--- src/rtl/fxp_div_pkg.sv ---
// Shared definitions for the fixed-point sequential divider: FSM state
// encodings and the counter-width helper.
package fxp_div_pkg;

  typedef enum logic [2:0] {
    S_IDLE = 3'd0,
    S_LOAD = 3'd1,
    S_ITER = 3'd2,
    S_FIX  = 3'd3,
    S_DONE = 3'd4,
    S_ERR  = 3'd5
  } state_t;

  // Width needed to count 0..iter inclusive.
  function automatic int calc_cw(input int iter);
    return $clog2(iter + 1);
  endfunction

endpackage

--- src/rtl/div_iter_counter.sv ---
// Iteration counter with enable, synchronous clear and a terminal-count flag
// raised while the count equals a programmable value.
module div_iter_counter #(
  parameter int CW = 4
) (
  input  logic          clk,
  input  logic          rst_n,
  input  logic          clr_i,
  input  logic          en_i,
  input  logic [CW-1:0] tc_val_i,
  output logic [CW-1:0] cnt_o,
  output logic          tc_o
);

  logic [CW-1:0] cnt_q, cnt_d;

  always_comb begin
    cnt_d = cnt_q;
    if (clr_i)     cnt_d = '0;
    else if (en_i) cnt_d = cnt_q + 1'b1;
  end

  always_ff @(posedge clk or negedge rst_n) begin
    if (!rst_n) cnt_q <= '0;
    else        cnt_q <= cnt_d;
  end

  assign cnt_o = cnt_q;
  assign tc_o  = (cnt_q == tc_val_i);

endmodule

--- src/rtl/fxp_seq_divider.sv ---
// Restoring fixed-point divider, Q = (A << FRAC) / B, one quotient bit per
// clock on magnitudes, with signed fix-up, divide-by-zero and overflow exits.
module fxp_seq_divider
  import fxp_div_pkg::*;
#(
  parameter int WIDTH = 10,
  parameter int FRAC  = 5
) (
  input  logic             clk,
  input  logic             rst_n,
  input  logic             start,
  input  logic             signed_mode,
  input  logic [WIDTH-1:0] a_in,
  input  logic [WIDTH-1:0] b_in,
  output logic             busy,
  output logic             valid,
  output logic             dvz,
  output logic             ovf,
  output logic [WIDTH-1:0] q_out,
  output logic [WIDTH-1:0] r_out
);

  localparam int ITER = WIDTH + FRAC;
  localparam int CW   = calc_cw(ITER);
  localparam logic [CW-1:0]    FRAC_C  = CW'(FRAC);
  localparam logic [CW-1:0]    TC_C    = CW'(ITER - 1);
  localparam logic [WIDTH-1:0] MAX_POS = {1'b0, {(WIDTH-1){1'b1}}};
  localparam logic [WIDTH-1:0] MAX_NEG = {1'b1, {(WIDTH-1){1'b0}}};

  state_t state_q, state_d;
  logic busy_q, busy_d, valid_q, valid_d, dvz_q, dvz_d, ovf_q, ovf_d;
  logic [WIDTH-1:0] q_q, r_q;

  logic [WIDTH-1:0] a_q, b_q, acc_q;
  logic [ITER-1:0]  dq_q;
  logic             sm_q, neg_q, asign_q;

  logic [CW-1:0]    cnt;
  logic             cnt_tc, cnt_clr, cnt_en, load_res;
  logic [WIDTH:0]   shifted, diff;
  logic             qbit, range_ovf;
  logic [WIDTH-1:0] amag, bmag, mag, q_fix, r_fix;

  div_iter_counter #(.CW(CW)) u_cnt (
    .clk      (clk),
    .rst_n    (rst_n),
    .clr_i    (cnt_clr),
    .en_i     (cnt_en),
    .tc_val_i (TC_C),
    .cnt_o    (cnt),
    .tc_o     (cnt_tc)
  );

  // Trial subtraction: no borrow (diff MSB clear) means |b| fits.
  always_comb begin
    shifted   = {acc_q, dq_q[ITER-1]};
    diff      = shifted - {1'b0, b_q};
    qbit      = ~diff[WIDTH];
    amag      = (sm_q && a_q[WIDTH-1]) ? (~a_q + 1'b1) : a_q;
    bmag      = (sm_q && b_q[WIDTH-1]) ? (~b_q + 1'b1) : b_q;
    mag       = dq_q[WIDTH-1:0];
    q_fix     = neg_q   ? (~mag + 1'b1)   : mag;
    r_fix     = asign_q ? (~acc_q + 1'b1) : acc_q;
    range_ovf = sm_q && ((!neg_q && (mag > MAX_POS)) || (neg_q && (mag > MAX_NEG)));
  end

  always_comb begin
    state_d  = state_q;
    cnt_clr  = 1'b0;
    cnt_en   = 1'b0;
    valid_d  = 1'b0;
    dvz_d    = 1'b0;
    ovf_d    = 1'b0;
    load_res = 1'b0;
    case (state_q)
      S_IDLE: if (start) state_d = S_LOAD;
      S_LOAD: begin
        if (b_q == '0) begin
          state_d = S_ERR;
          dvz_d   = 1'b1;
        end else begin
          state_d = S_ITER;
          cnt_clr = 1'b1;
        end
      end
      S_ITER: begin
        cnt_en = 1'b1;
        // A 1 among the first FRAC bits lands above the result width.
        if (qbit && (cnt < FRAC_C)) begin
          state_d = S_ERR;
          ovf_d   = 1'b1;
        end else if (cnt_tc) begin
          state_d = S_FIX;
        end
      end
      S_FIX: begin
        if (range_ovf) begin
          state_d = S_ERR;
          ovf_d   = 1'b1;
        end else begin
          state_d  = S_DONE;
          valid_d  = 1'b1;
          load_res = 1'b1;
        end
      end
      S_DONE:  state_d = S_IDLE;
      S_ERR:   state_d = S_IDLE;
      default: state_d = S_IDLE;
    endcase
    busy_d = (state_d != S_IDLE);
  end

  always_ff @(posedge clk or negedge rst_n) begin
    if (!rst_n) begin
      state_q <= S_IDLE;
      busy_q  <= 1'b0;
      valid_q <= 1'b0;
      dvz_q   <= 1'b0;
      ovf_q   <= 1'b0;
      q_q     <= '0;
      r_q     <= '0;
    end else begin
      state_q <= state_d;
      busy_q  <= busy_d;
      valid_q <= valid_d;
      dvz_q   <= dvz_d;
      ovf_q   <= ovf_d;
      if (load_res) begin
        q_q <= q_fix;
        r_q <= r_fix;
      end
    end
  end

  // Working datapath carries no reset; it is always reloaded before use.
  always_ff @(posedge clk) begin
    case (state_q)
      S_IDLE: if (start) begin
        a_q  <= a_in;
        b_q  <= b_in;
        sm_q <= signed_mode;
      end
      S_LOAD: begin
        b_q     <= bmag;
        acc_q   <= '0;
        dq_q    <= {amag, {FRAC{1'b0}}};
        neg_q   <= sm_q && (a_q[WIDTH-1] ^ b_q[WIDTH-1]);
        asign_q <= sm_q && a_q[WIDTH-1];
      end
      S_ITER: begin
        acc_q <= qbit ? diff[WIDTH-1:0] : shifted[WIDTH-1:0];
        dq_q  <= {dq_q[ITER-2:0], qbit};
      end
      default: ;
    endcase
  end

  assign busy  = busy_q;
  assign valid = valid_q;
  assign dvz   = dvz_q;
  assign ovf   = ovf_q;
  assign q_out = q_q;
  assign r_out = r_q;

endmodule

--- config.mk ---
export PLATFORM = sky130hd
export DESIGN_NAME = fxp_seq_divider
export DESIGN_NICKNAME = d
export VERILOG_FILES = /design/src/rtl/fxp_div_pkg.sv /design/src/rtl/div_iter_counter.sv /design/src/rtl/fxp_seq_divider.sv
export SDC_FILE = /design/constraint.sdc
export NUM_CORES = 1
export LEC_CHECK = 0
export ABC_AREA = 1
export CAP_MARGIN = 20
export CELL_PAD_IN_SITES_DETAIL_PLACEMENT = 1
export CELL_PAD_IN_SITES_GLOBAL_PLACEMENT = 2
export CORE_AREA = 2 2 121 123
export DETAILED_ROUTE_END_ITERATION = 8
export DIE_AREA = 0 0 123 125
export PLACE_DENSITY = 0.76
export SLEW_MARGIN = 20
export SYNTH_ARGS = -nofsm -noshare
export SYNTH_HDL_FRONTEND = slang
export SYNTH_SLANG_ARGS = --single-unit
--- constraint.sdc ---
create_clock -name clk -period 1.9 [get_ports clk]
set_input_delay 0.19 -clock clk [delete_from_list [all_inputs] [get_ports clk]]
set_output_delay 0.19 -clock clk [all_outputs]
set_load 0.02 [all_outputs]
==> impl_metrics.json, run 1 <==
{
  "violations": "setup timing",
  "num_rows": 44,
  "p_sw_w": 0.00496,
  "hold-worst-slack_ns": 0.242,
  "power_switching_share": 0.425,
  "synth-simple-area-share": 0.200,
  "fin_util": 0.429,
  "seqPwrFrac": 0.281,
  "r2r-end": "acc_q[9]",
  "worstSkewPairLatency_ns": 0.35,
  "clkPwrFrac": 0.160,
  "floorplan.die.height_um": 125,
  "yosysMostFrequentCell": "nand2_1",
  "clockRootBuffer": "clkbuf_16",
  "diodes": 0,
  "drtIter0Drc": 199,
  "cts_max_level": 3,
  "holdCritPathClass": "input pin to asynchronous set/reset pin",
  "syn_inst": 489,
  "synthToLayoutAreaGrowth_pct": 38.8,
  "cp-start-kind": "register",
  "core_um2": 14200,
  "crit_required_ns": 2.01,
  "ir_drop_v": 0.000712,
  "stdcell_count": 789,
  "ys_types": 34,
  "synth_edf_count": 48,
  "relSlewSlack": 0.709,
  "synth_area_um2": 4390,
  "synthAdderAreaFrac": 0.0530,
  "wl_per_cell_um": 15.1,
  "io_pins": 48,
  "io_buffer_count": 47,
  "multi_input_area_um2": 2090,
  "clockBufferDepth": 2,
  "track_usage": 0.163,
  "cp.arrival_ns": 2.11,
  "r2r_slack_ns": -0.10,
  "ys_seq_elements": 79,
  "drc": 0,
  "combPwrFrac": 0.559,
  "worst_slack_ns": -0.104,
  "p_per_area_nw_per_um2": 1910,
  "synth_largest_area_cell": "edfxtp_1",
  "synth_commonest_cells": "99 x nand2_1, 61 x inv_1, 51 x nor2_1, 48 x edfxtp_1, 34 x o21ai_0",
  "rsz0062_at_grt": "yes",
  "initial_core_util": 0.309,
  "cp_max_fo": 7,
  "seq_area_frac_synth": 0.505,
  "setup_viol": 11,
  "cts_tree": "yes",
  "finalCritPeriodShare": 1.05,
  "muxShareOfSynthArea": 0,
  "status": "finished, violations left",
  "grt_overflow": 0,
  "grt_max_degree": 40,
  "p_leak_nw": 2.68,
  "path_class": "register to register",
  "ant_nets": 0,
  "fin_crit_ns": 2.00,
  "synth_top_family_by_area": "simple AND/OR/NAND/NOR gates",
  "hold_viol_final": 0,
  "yosys.area_share.xor_xnor": 0.0698,
  "synth_compound_area_frac": 0.0998,
  "crit_path_end_kind": "register",
  "antenna_found_initial": 0,
  "max_freq_mhz": 499,
  "clk_pin_slew_ns": 0.07,
  "final-max-slew-violation-count": 0,
  "tightest_slew_ns": 0.437,
  "worstReg2RegStart": "b_q[0]",
  "ys.flop_type": "edfxtp_1",
  "vias": 3674,
  "async_reset_ff_frac": 0.392,
  "dieWidth_um": 123,
  "syn_area_per_cell_um2": 8.98,
  "clock-skew-final_ns": 0.00882,
  "drive_gt1_frac": 0.240,
  "routed_wl_um": 11900,
  "synth_fp_nets": 531,
  "cts_buffers": 9,
  "dr.pass1.iters": 6,
  "worst-r2r-cell-count": 9,
  "yosys.area.top_type_share": 0.328,
  "n_fill_cell": 1653,
  "drv_cap": 0,
  "grt_pass1_vias": 3903,
  "cts_sinks": 79,
  "dp.cells": 761,
  "yosysWarnings": 0,
  "regArea_um2": 2220,
  "place.gp.congestion": 0.784,
  "synthTopCellsByArea": "edfxtp_1 33%, dfrtp_1 18%, nand2_1 8.5%, xor2_1 5.6%, inv_1 5.2%",
  "layout.nets": 642,
  "hold_buffers": 0,
  "grt_pass1_wl_um": 19400,
  "hpwl_um": 8860,
  "dieArea_um2": 15400,
  "intPower_w": 0.00671,
  "tns_ns": -0.778,
  "pre_cts_slack_ns": -0.176,
  "viasPerCell": 4.66
}
-- sequential cells by signal (all words and copies together), names as in the netlist --
| name | cells |
|---|---|
| a_q | 10 |
| acc_q | 10 |
| asign_q | 1 |
| b_q | 10 |
| busy | 1 |
| dq_q | 15 |
| dvz | 1 |
| neg_q | 1 |
| ovf | 1 |
| q_out | 10 |
| r_out | 10 |
| sm_q | 1 |
| state_q | 3 |
| u_cnt.cnt_o | 4 |
| valid | 1 |
-- stage by stage --
step | cell area (um2) | power (W)
4_1_cts | 5890 | 0.0112
2_1_floorplan | 4400 | 0.00658
6_report | 6090 | 0.0117
3_5_place_dp | 5450 | 0.00900
5_1_grt | 6090 | 0.0126
3_3_place_gp | 5450 | 0.00882
-- area by class of cell --
cell class,count,share of cell area
clock buffers,14,0.0503
clock inverters,2,0.00246
inverters,66,0.0419
multi-input cells,334,0.343
flip-flops and latches,79,0.364
well taps,184,0.0378
repair buffers,110,0.161
-- kinds of logic after synthesis --
group	count (synthesis)
buffers and inverters	76
flip-flops	79
adder cells (fa/ha/maj)	18
AO/OA/AOI/OAI	79
XOR/XNOR	35
AND/OR/NAND/NOR	202
-- worst max path at each step --
stage | startpoint | endpoint | slack, ns
finish | b_q[0] | acc_q[9] | -0.10
global route | b_q[0] | acc_q[1] | -0.17
CTS | acc_q[4] | acc_q[9] | -0.1
detailed placement | b_q[0] | acc_q[5] | -0.18
global placement | b_q[0] | acc_q[2] | -0.14
floorplan | b_q[9] | acc_q[9] | -0.02
-- worst max-delay path: stages, from the launching register on --
cell and delay (ns):
edfxtp_1 0.42, ha_2 0.21, fa_2 0.37, inv_4 0.10, nand3_4 0.08, nand4_1 0.12, nand2_4 0.13, buf_6 0.15
o21ai_4 0.12, nor2_2 0.05
-- power groups by stage --
stage	Sequential [W]	Combinational (W)	Clock (W)
final	0.00328	0.00652	0.00186
after global routing	0.00337	0.00722	0.00196
after CTS	0.00327	0.00609	0.00189
after detailed placement	0.00327	0.00573	0
after global placement	0.00325	0.00557	0
after floorplan	0.00341	0.00316	0
-- repair_timing --
action,4_1_cts,5_1_grt
setup endpoints to repair,16,26
pin swaps,7,7
setup buffers,5,7
gates cloned,0,0
gates resized for setup,19,36
-- per-layer routing --
metal	vias up	GRT usage	share of wire
met5	-	0	0
met3	17	0.0269	0.020
met1	1785	0.206	0.45
met4	0	0.0615	0.021
met2	39	0.277	0.51
li1	1833	-	-
-- placed cells by master, fill, tap and decap left out, types with 4 or more instances in the layout --
cell type	n
nor2_2	5
nor2_1	48
edfxtp_1	48
clkbuf_16	11
xor2_1	28
dfrtp_1	31
xnor2_1	7
nand2_1	93
nand3_2	5
inv_2	13
nand3_1	17
o21ai_1	13
nor3_1	4
clkdlybuf4s50_1	47
nand4_1	10
inv_1	51
nand2_2	8
o21ai_0	34
buf_4	58
ha_4	6
ha_1	8
o21ai_2	7
a21oi_1	7
(Power assumes the default switching activity.)
==> run 2: changes to the inputs <==
--- a/config.mk
+++ b/config.mk
@@ -9,11 +9,13 @@
 export CAP_MARGIN = 20
 export CELL_PAD_IN_SITES_DETAIL_PLACEMENT = 1
 export CELL_PAD_IN_SITES_GLOBAL_PLACEMENT = 2
-export CORE_AREA = 2 2 121 123
+export CORE_AREA = 2 2 123 125
 export DETAILED_ROUTE_END_ITERATION = 8
-export DIE_AREA = 0 0 123 125
+export DIE_AREA = 0 0 125 127
+export GPL_TIMING_DRIVEN = 0
 export PLACE_DENSITY = 0.76
 export SLEW_MARGIN = 20
 export SYNTH_ARGS = -nofsm -noshare
 export SYNTH_HDL_FRONTEND = slang
+export SYNTH_HIERARCHICAL = 1
 export SYNTH_SLANG_ARGS = --single-unit
==> run 2 against run 1 <==
Effect of this change: largest cell class is now multi-input gates; cell area is 0.49% higher; largest power group unchanged; sequential power is 2% higher; non-clock buffer count is 25 lower; the flow still finishes with violations (setup timing); cell count is 0.63% lower.
==> impl_metrics.json, run 2 <==
{
  "io_buffer_count": 47,
  "cts_sinks": 79,
  "synthTopCellsByArea": "edfxtp_1 32%, dfrtp_1 17%, nand2_1 8.7%, inv_1 4.9%, xor2_1 4.8%",
  "clkPwrFrac": 0.156,
  "yosysMostFrequentCell": "nand2_1",
  "drc": 0,
  "drv_cap": 0,
  "wl_per_cell_um": 14.7,
  "cts_buffers": 9,
  "dr.pass1.iters": 4,
  "initial_core_util": 0.317,
  "diodes": 0,
  "ys.flop_type": "edfxtp_1",
  "syn_area_per_cell_um2": 9.04,
  "tns_ns": -1.04,
  "routed_wl_um": 11500,
  "cp-start-kind": "register",
  "ys_seq_elements": 79,
  "regArea_um2": 2220,
  "combPwrFrac": 0.559,
  "ir_drop_v": 0.000878,
  "status": "finished, violations left",
  "cts_max_level": 3,
  "async_reset_ff_frac": 0.392,
  "track_usage": 0.152,
  "grt_pass1_vias": 3741,
  "ant_nets": 0,
  "p_per_area_nw_per_um2": 1910,
  "worstSkewPairLatency_ns": 0.35,
  "hold_viol_final": 0,
  "synth_commonest_cells": "106 x nand2_1, 60 x inv_1, 49 x nor2_1, 48 x edfxtp_1, 31 x dfrtp_1",
  "yosys.area.top_type_share": 0.315,
  "p_sw_w": 0.00501,
  "clockBufferDepth": 2,
  "grt_max_degree": 29,
  "max_flop_register": "dq_q",
  "power_switching_share": 0.429,
  "io_pins": 48,
  "clock-skew-final_ns": 0.00743,
  "num_rows": 44,
  "worst_slack_ns": -0.120,
  "dp.cells": 740,
  "vias": 3589,
  "largest_reg_flops": 15,
  "cp_cell_sequence": "ha_2 -> fa_2 -> inv_2 -> nand3_4 -> nand3_2 -> nand2_2 -> nand2_4 -> buf_12 -> nand2_4 -> nor2_4 -> nor2_2",
  "crit_path_end_kind": "register",
  "final_cell_mix": "99 x nand2_1, 50 x inv_1, 48 x edfxtp_1, 46 x clkdlybuf4s50_1, 42 x nor2_1",
  "finalCritPeriodShare": 1.06,
  "crit_slowest_cell": "edfxtp_1",
  "ys_types": 39,
  "worstReg2RegStart": "b_q[0]",
  "drive_gt1_frac": 0.235,
  "path_class": "register to register",
  "antenna_found_initial": 0,
  "r2r_slack_ns": -0.12,
  "synth_top_family_by_area": "simple AND/OR/NAND/NOR gates",
  "holdCritPathClass": "input pin to asynchronous set/reset pin",
  "seqPwrFrac": 0.285,
  "p_total_w": 0.0117,
  "max_freq_mhz": 495,
  "viasPerCell": 4.58,
  "cp.arrival_ns": 2.12,
  "grt_overflow": 0,
  "synth_edf_count": 48,
  "clockRootBuffer": "clkbuf_16",
  "synth_compound_area_frac": 0.106,
  "final-max-slew-violation-count": 0,
  "crit_top_cell": "nand2_4",
  "violations": "setup timing",
  "final_common_cell": "nand2_1",
  "grt_pass1_wl_um": 19100,
  "cts_tree": "yes",
  "yosys.area_share.xor_xnor": 0.0670,
  "synth_area_um2": 4570,
  "crit_required_ns": 2.00,
  "floorplan.die.height_um": 127,
  "synth_largest_area_cell": "edfxtp_1",
  "syn_inst": 506,
  "dieArea_um2": 15900,
  "p_leak_nw": 2.62,
  "max_stage_delay_ns": 0.44,
  "intPower_w": 0.00668,
  "r2r-end": "acc_q[9]",
  "muxShareOfSynthArea": 0,
  "fin_crit_ns": 2.02,
  "core_um2": 14400,
  "yosysWarnings": 6,
  "setup_viol": 11,
  "rsz0062_at_grt": "yes",
  "n_fill_cell": 1677,
  "worst-r2r-cell-count": 11,
  "stdcell_count": 784,
  "synthToLayoutAreaGrowth_pct": 33.9,
  "synth-simple-area-share": 0.219,
  "seq_area_frac_synth": 0.485,
  "drtIter0Drc": 93,
  "layout.nets": 635,
  "dieWidth_um": 125,
  "synthAdderAreaFrac": 0.0454,
  "clk_pin_slew_ns": 0.06,
  "place.gp.congestion": 0.821,
  "multi_input_area_um2": 2280,
  "cp_max_fo": 5,
  "hpwl_um": 8710
}
[run 2: changes by cell type in the layout (fill, tap and decap cells not counted), sizes merged, moves of 4 or more]
cell	delta
buf	-27
nor2	+7
nand2	+9
a21oi	+9
conb	+4
o21ai	-8
[run 2: cell type report]
class	instances	share of cell area
clock inverters	2	0.00633
flip-flops and latches	79	0.362
plain buffers	9	0.0153
repair buffers	76	0.119
well taps	184	0.0376
inverters	68	0.0423
multi-input cells	352	0.372
clock buffers	14	0.0450
[run 2: worst max-delay path by stage]
| stage | to | slack, ns | cells after the start | start |
|---|---|---|---|---|
| after global routing | acc_q[9] | -0.21 | 11 | b_q[0] |
| after floorplan | acc_q[9] | 0.002 | 11 | b_q[9] |
| after CTS | acc_q[9] | -0.11 | 11 | b_q[0] |
| final | acc_q[9] | -0.12 | 11 | b_q[0] |
| after global placement | u_cnt/cnt_o[3] | -0.31 | 13 | b_q[1] |
| after detailed placement | u_cnt/cnt_o[3] | -0.37 | 13 | b_q[1] |
[run 2: critical path, delay by kind of cell (launching register included)]
family                     cells  cell delay (ns)
and+or+nand+nor                7             0.51
DFF                            1             0.44
adders and majority gates      2             0.57
buffers and inverters          2             0.24
[run 2: what timing repair did]
item,in CTS,in global routing
setup endpoints to repair,55,45
cloned,0,1
hold buffers,1,0
pin swaps,4,3
buffers inserted,18,8
hold endpoints to repair,31,0
gates resized for setup,33,20
[run 2: power by group through the flow]
stage | Sequential, W | Clock [W] | Combinational [W]
CTS | 0.00333 | 0.00188 | 0.00615
global placement | 0.00338 | 0 | 0.00518
floorplan | 0.00347 | 0 | 0.00367
detailed placement | 0.00342 | 0 | 0.00533
finish | 0.00333 | 0.00182 | 0.00654
global route | 0.00344 | 0.00194 | 0.00727
[run 2: cells by family (layout without fill, tap and decap cells)]
kind of cell / Yosys count / after routing
xor+xnor: 35 / 35
fa+ha+maj: 16 / 16
other cells: 2 / 4
flops: 79 / 79
simple gates: 216 / 216
buf+inv: 77 / 169
compound gates: 81 / 81
[run 2: per-layer routing]
metal	share of wire	track usage	vias up
met5	0	0	-
li1	-	-	1837
met3	0.031	0.0360	9
met1	0.47	0.196	1697
met4	0.012	0.0431	0
met2	0.49	0.258	46
[run 2: per-stage QoR]
stage	utilization	cell area (um2)	setup WS [ns]	hold slack, ns
final	0.425	6120	-0.120	0.190
after global routing	0.425	6120	-0.205	0.194
after CTS	0.414	5960	-0.111	0.184
after detailed placement	0.370	5330	-0.368	0.00859
after global placement	0.369	5320	-0.306	0.466
after floorplan	-	4620	0.00196	-0.106
==> run 3: changes to the inputs <==
--- a/config.mk
+++ b/config.mk
@@ -9,9 +9,10 @@
 export CAP_MARGIN = 20
 export CELL_PAD_IN_SITES_DETAIL_PLACEMENT = 1
 export CELL_PAD_IN_SITES_GLOBAL_PLACEMENT = 2
-export CORE_AREA = 2 2 123 125
+export CORE_AREA = 2 2 116 118
 export DETAILED_ROUTE_END_ITERATION = 8
-export DIE_AREA = 0 0 125 127
+export DIE_AREA = 0 0 118 120
+export DONT_BUFFER_PORTS = 1
 export GPL_TIMING_DRIVEN = 0
 export PLACE_DENSITY = 0.76
 export SLEW_MARGIN = 20
==> run 3 against run 2 <==
Effect of this change: the flow still finishes with violations (setup timing); worst hold slack worse by 0.15 ns; utilization increased by 3.8 points; register-to-register slack lost 0.02 ns; critical path type unchanged.
==> impl_metrics.json, run 3 (same netlist as run 2, synthesis figures left out) <==
{
  "status": "finished, violations left",
  "violations": "setup timing",
  "final_cell_mix": "93 x nand2_1, 48 x edfxtp_1, 45 x inv_1, 40 x buf_4, 39 x nor2_1",
  "dieWidth_um": 118,
  "cp-start-kind": "register",
  "initial_core_util": 0.352,
  "vias": 3640,
  "cp_max_fo": 5,
  "setup_viol": 11,
  "path_class": "register to register",
  "crit_slowest_cell": "edfxtp_1",
  "drive_gt1_frac": 0.304,
  "pre_cts_slack_ns": -0.285,
  "grt_overflow": 0,
  "cp_cell_sequence": "ha_4 -> nand2_1 -> nand2_2 -> a21oi_4 -> buf_6 -> nand4_4 -> nand2_8 -> buf_12 -> nand2_4 -> nor2_4 -> nor2_2",
  "ant_nets": 0,
  "drv_cap": 0,
  "antenna_found_initial": 0,
  "cts_max_level": 3,
  "wl_per_cell_um": 15.9,
  "drtIter0Drc": 127,
  "finalCritPeriodShare": 1.07,
  "stdcell_count": 758,
  "worst_slack_ns": -0.136,
  "crit_family": "simple AND/OR/NAND/NOR gates",
  "dr.pass1.iters": 4,
  "cp.arrival_ns": 2.15,
  "placed_cell_area_um2": 4840,
  "io_buffer_count": 0,
  "cp_num_buf_inv": 2,
  "cts_sinks": 79,
  "synthToLayoutAreaGrowth_pct": 31.3,
  "grt_pass1_vias": 3823,
  "cts_tree": "yes",
  "num_rows": 42,
  "fin_crit_ns": 2.04,
  "layout.nets": 617,
  "p_leak_nw": 2.60,
  "cts_buffers": 9,
  "clockRootBuffer": "clkbuf_16",
  "crit_path_end_kind": "register",
  "hold_viol_final": 0,
  "worstSkewPairLatency_ns": 0.35,
  "largest_reg_flops": 15,
  "place.gp.congestion": 0.775,
  "dp.cells": 684,
  "grt_pass1_wl_um": 19100,
  "io_pins": 48,
  "hold-worst-slack_ns": 0.0397,
  "routed_wl_um": 12000,
  "final_area_um2": 6000,
  "floorplan.die.height_um": 120,
  "p_per_area_nw_per_um2": 1990,
  "viasPerCell": 4.80,
  "final-max-slew-violation-count": 0,
  "diodes": 0,
  "rsz0062_at_grt": "yes",
  "track_usage": 0.174,
  "max_flop_register": "dq_q",
  "n_fill_cell": 1482,
  "holdCritPathClass": "input pin to register",
  "clockBufferDepth": 2,
  "final_common_cell": "nand2_1",
  "hpwl_um": 8360,
  "crit_required_ns": 2.01,
  "ir_drop_v": 0.000746,
  "core_um2": 13000,
  "clk_pin_slew_ns": 0.07,
  "fin_util": 0.463,
  "grt_max_degree": 32,
  "max_freq_mhz": 491,
  "clock-skew-final_ns": 0.00742,
  "max_stage_delay_ns": 0.47,
  "drc": 0,
  "dieArea_um2": 14200
}
-- run 3: cell types whose count changed in the layout (fill, tap and decap cells not counted), sizes merged --
cell	delta
clkdlybuf4s50	-46
buf	+18
dlygate4sd3	+11
clkbuf	-4
clkinv	+2
bufinv	-1
clkinvlp	+1
inv	+1
-- run 3: path summary, 6_finish.rpt --
check / from / to / slack, ns / cells past startpoint
setup / recovery: acc_q[6] / acc_q[9] / -0.14 / 11
hold / removal: b_in[5] / b_q[5] / 0.04 / 2
setup reg to reg: acc_q[6] / acc_q[9] / -0.14 / 11
hold reg to reg: dq_q[13] / dq_q[14] / 0.53 / 2
max in group asynchronous: rst_n / state_q[1] / 1.42 / 2
min in group asynchronous: rst_n / r_out[5] / 0.29 / 2
-- run 3: timing repair --
action                                 in CTS  in global routing
setup endpoints to repair                  54                 75
cloned                                      1                  0
resized for setup                          38                 52
endpoints found under the hold margin      42                  0
pin swaps                                  16                 18
buffers inserted                           30                 14
hold buffers                               13                  0
-- run 3: per-stage QoR --
stage,setup TNS [ns],power [W]
after floorplan,0,0.00714
after global placement,-10.24,0.00819
after detailed placement,-12.67,0.00834
after CTS,-1.03,0.0112
after global routing,-2.38,0.0128
final,-0.976,0.0119
-- run 3: final cells by class --
type	instances	area, um2	share of cell area
well taps	176	220	0.0367
repair buffers	58	522	0.0869
flip-flops and latches	79	2220	0.369
clock buffers	11	243	0.0404
plain buffers	9	93.8	0.0156
clock inverters	5	33.8	0.00563
multi-input cells	352	2410	0.402
inverters	68	264	0.0440
-- run 3: power by group --
group | switching [W] | internal [W] | total (W) | leakage, nW
clock | 0.000733 | 0.000922 | 0.00166 | 0.134
sequential | 0.000845 | 0.00275 | 0.00360 | 0.858
combinational | 0.00385 | 0.00283 | 0.00668 | 1.61
total | 0.00543 | 0.00651 | 0.0119 | 2.60
-- run 3: layer usage --
metal  vias up  GRT usage  part of all wire
met1      1766      0.208              0.45
met3        17     0.0347             0.028
met2        48      0.309              0.51
met5         -          0                 0
li1       1809          -                 -
met4         0     0.0700             0.021
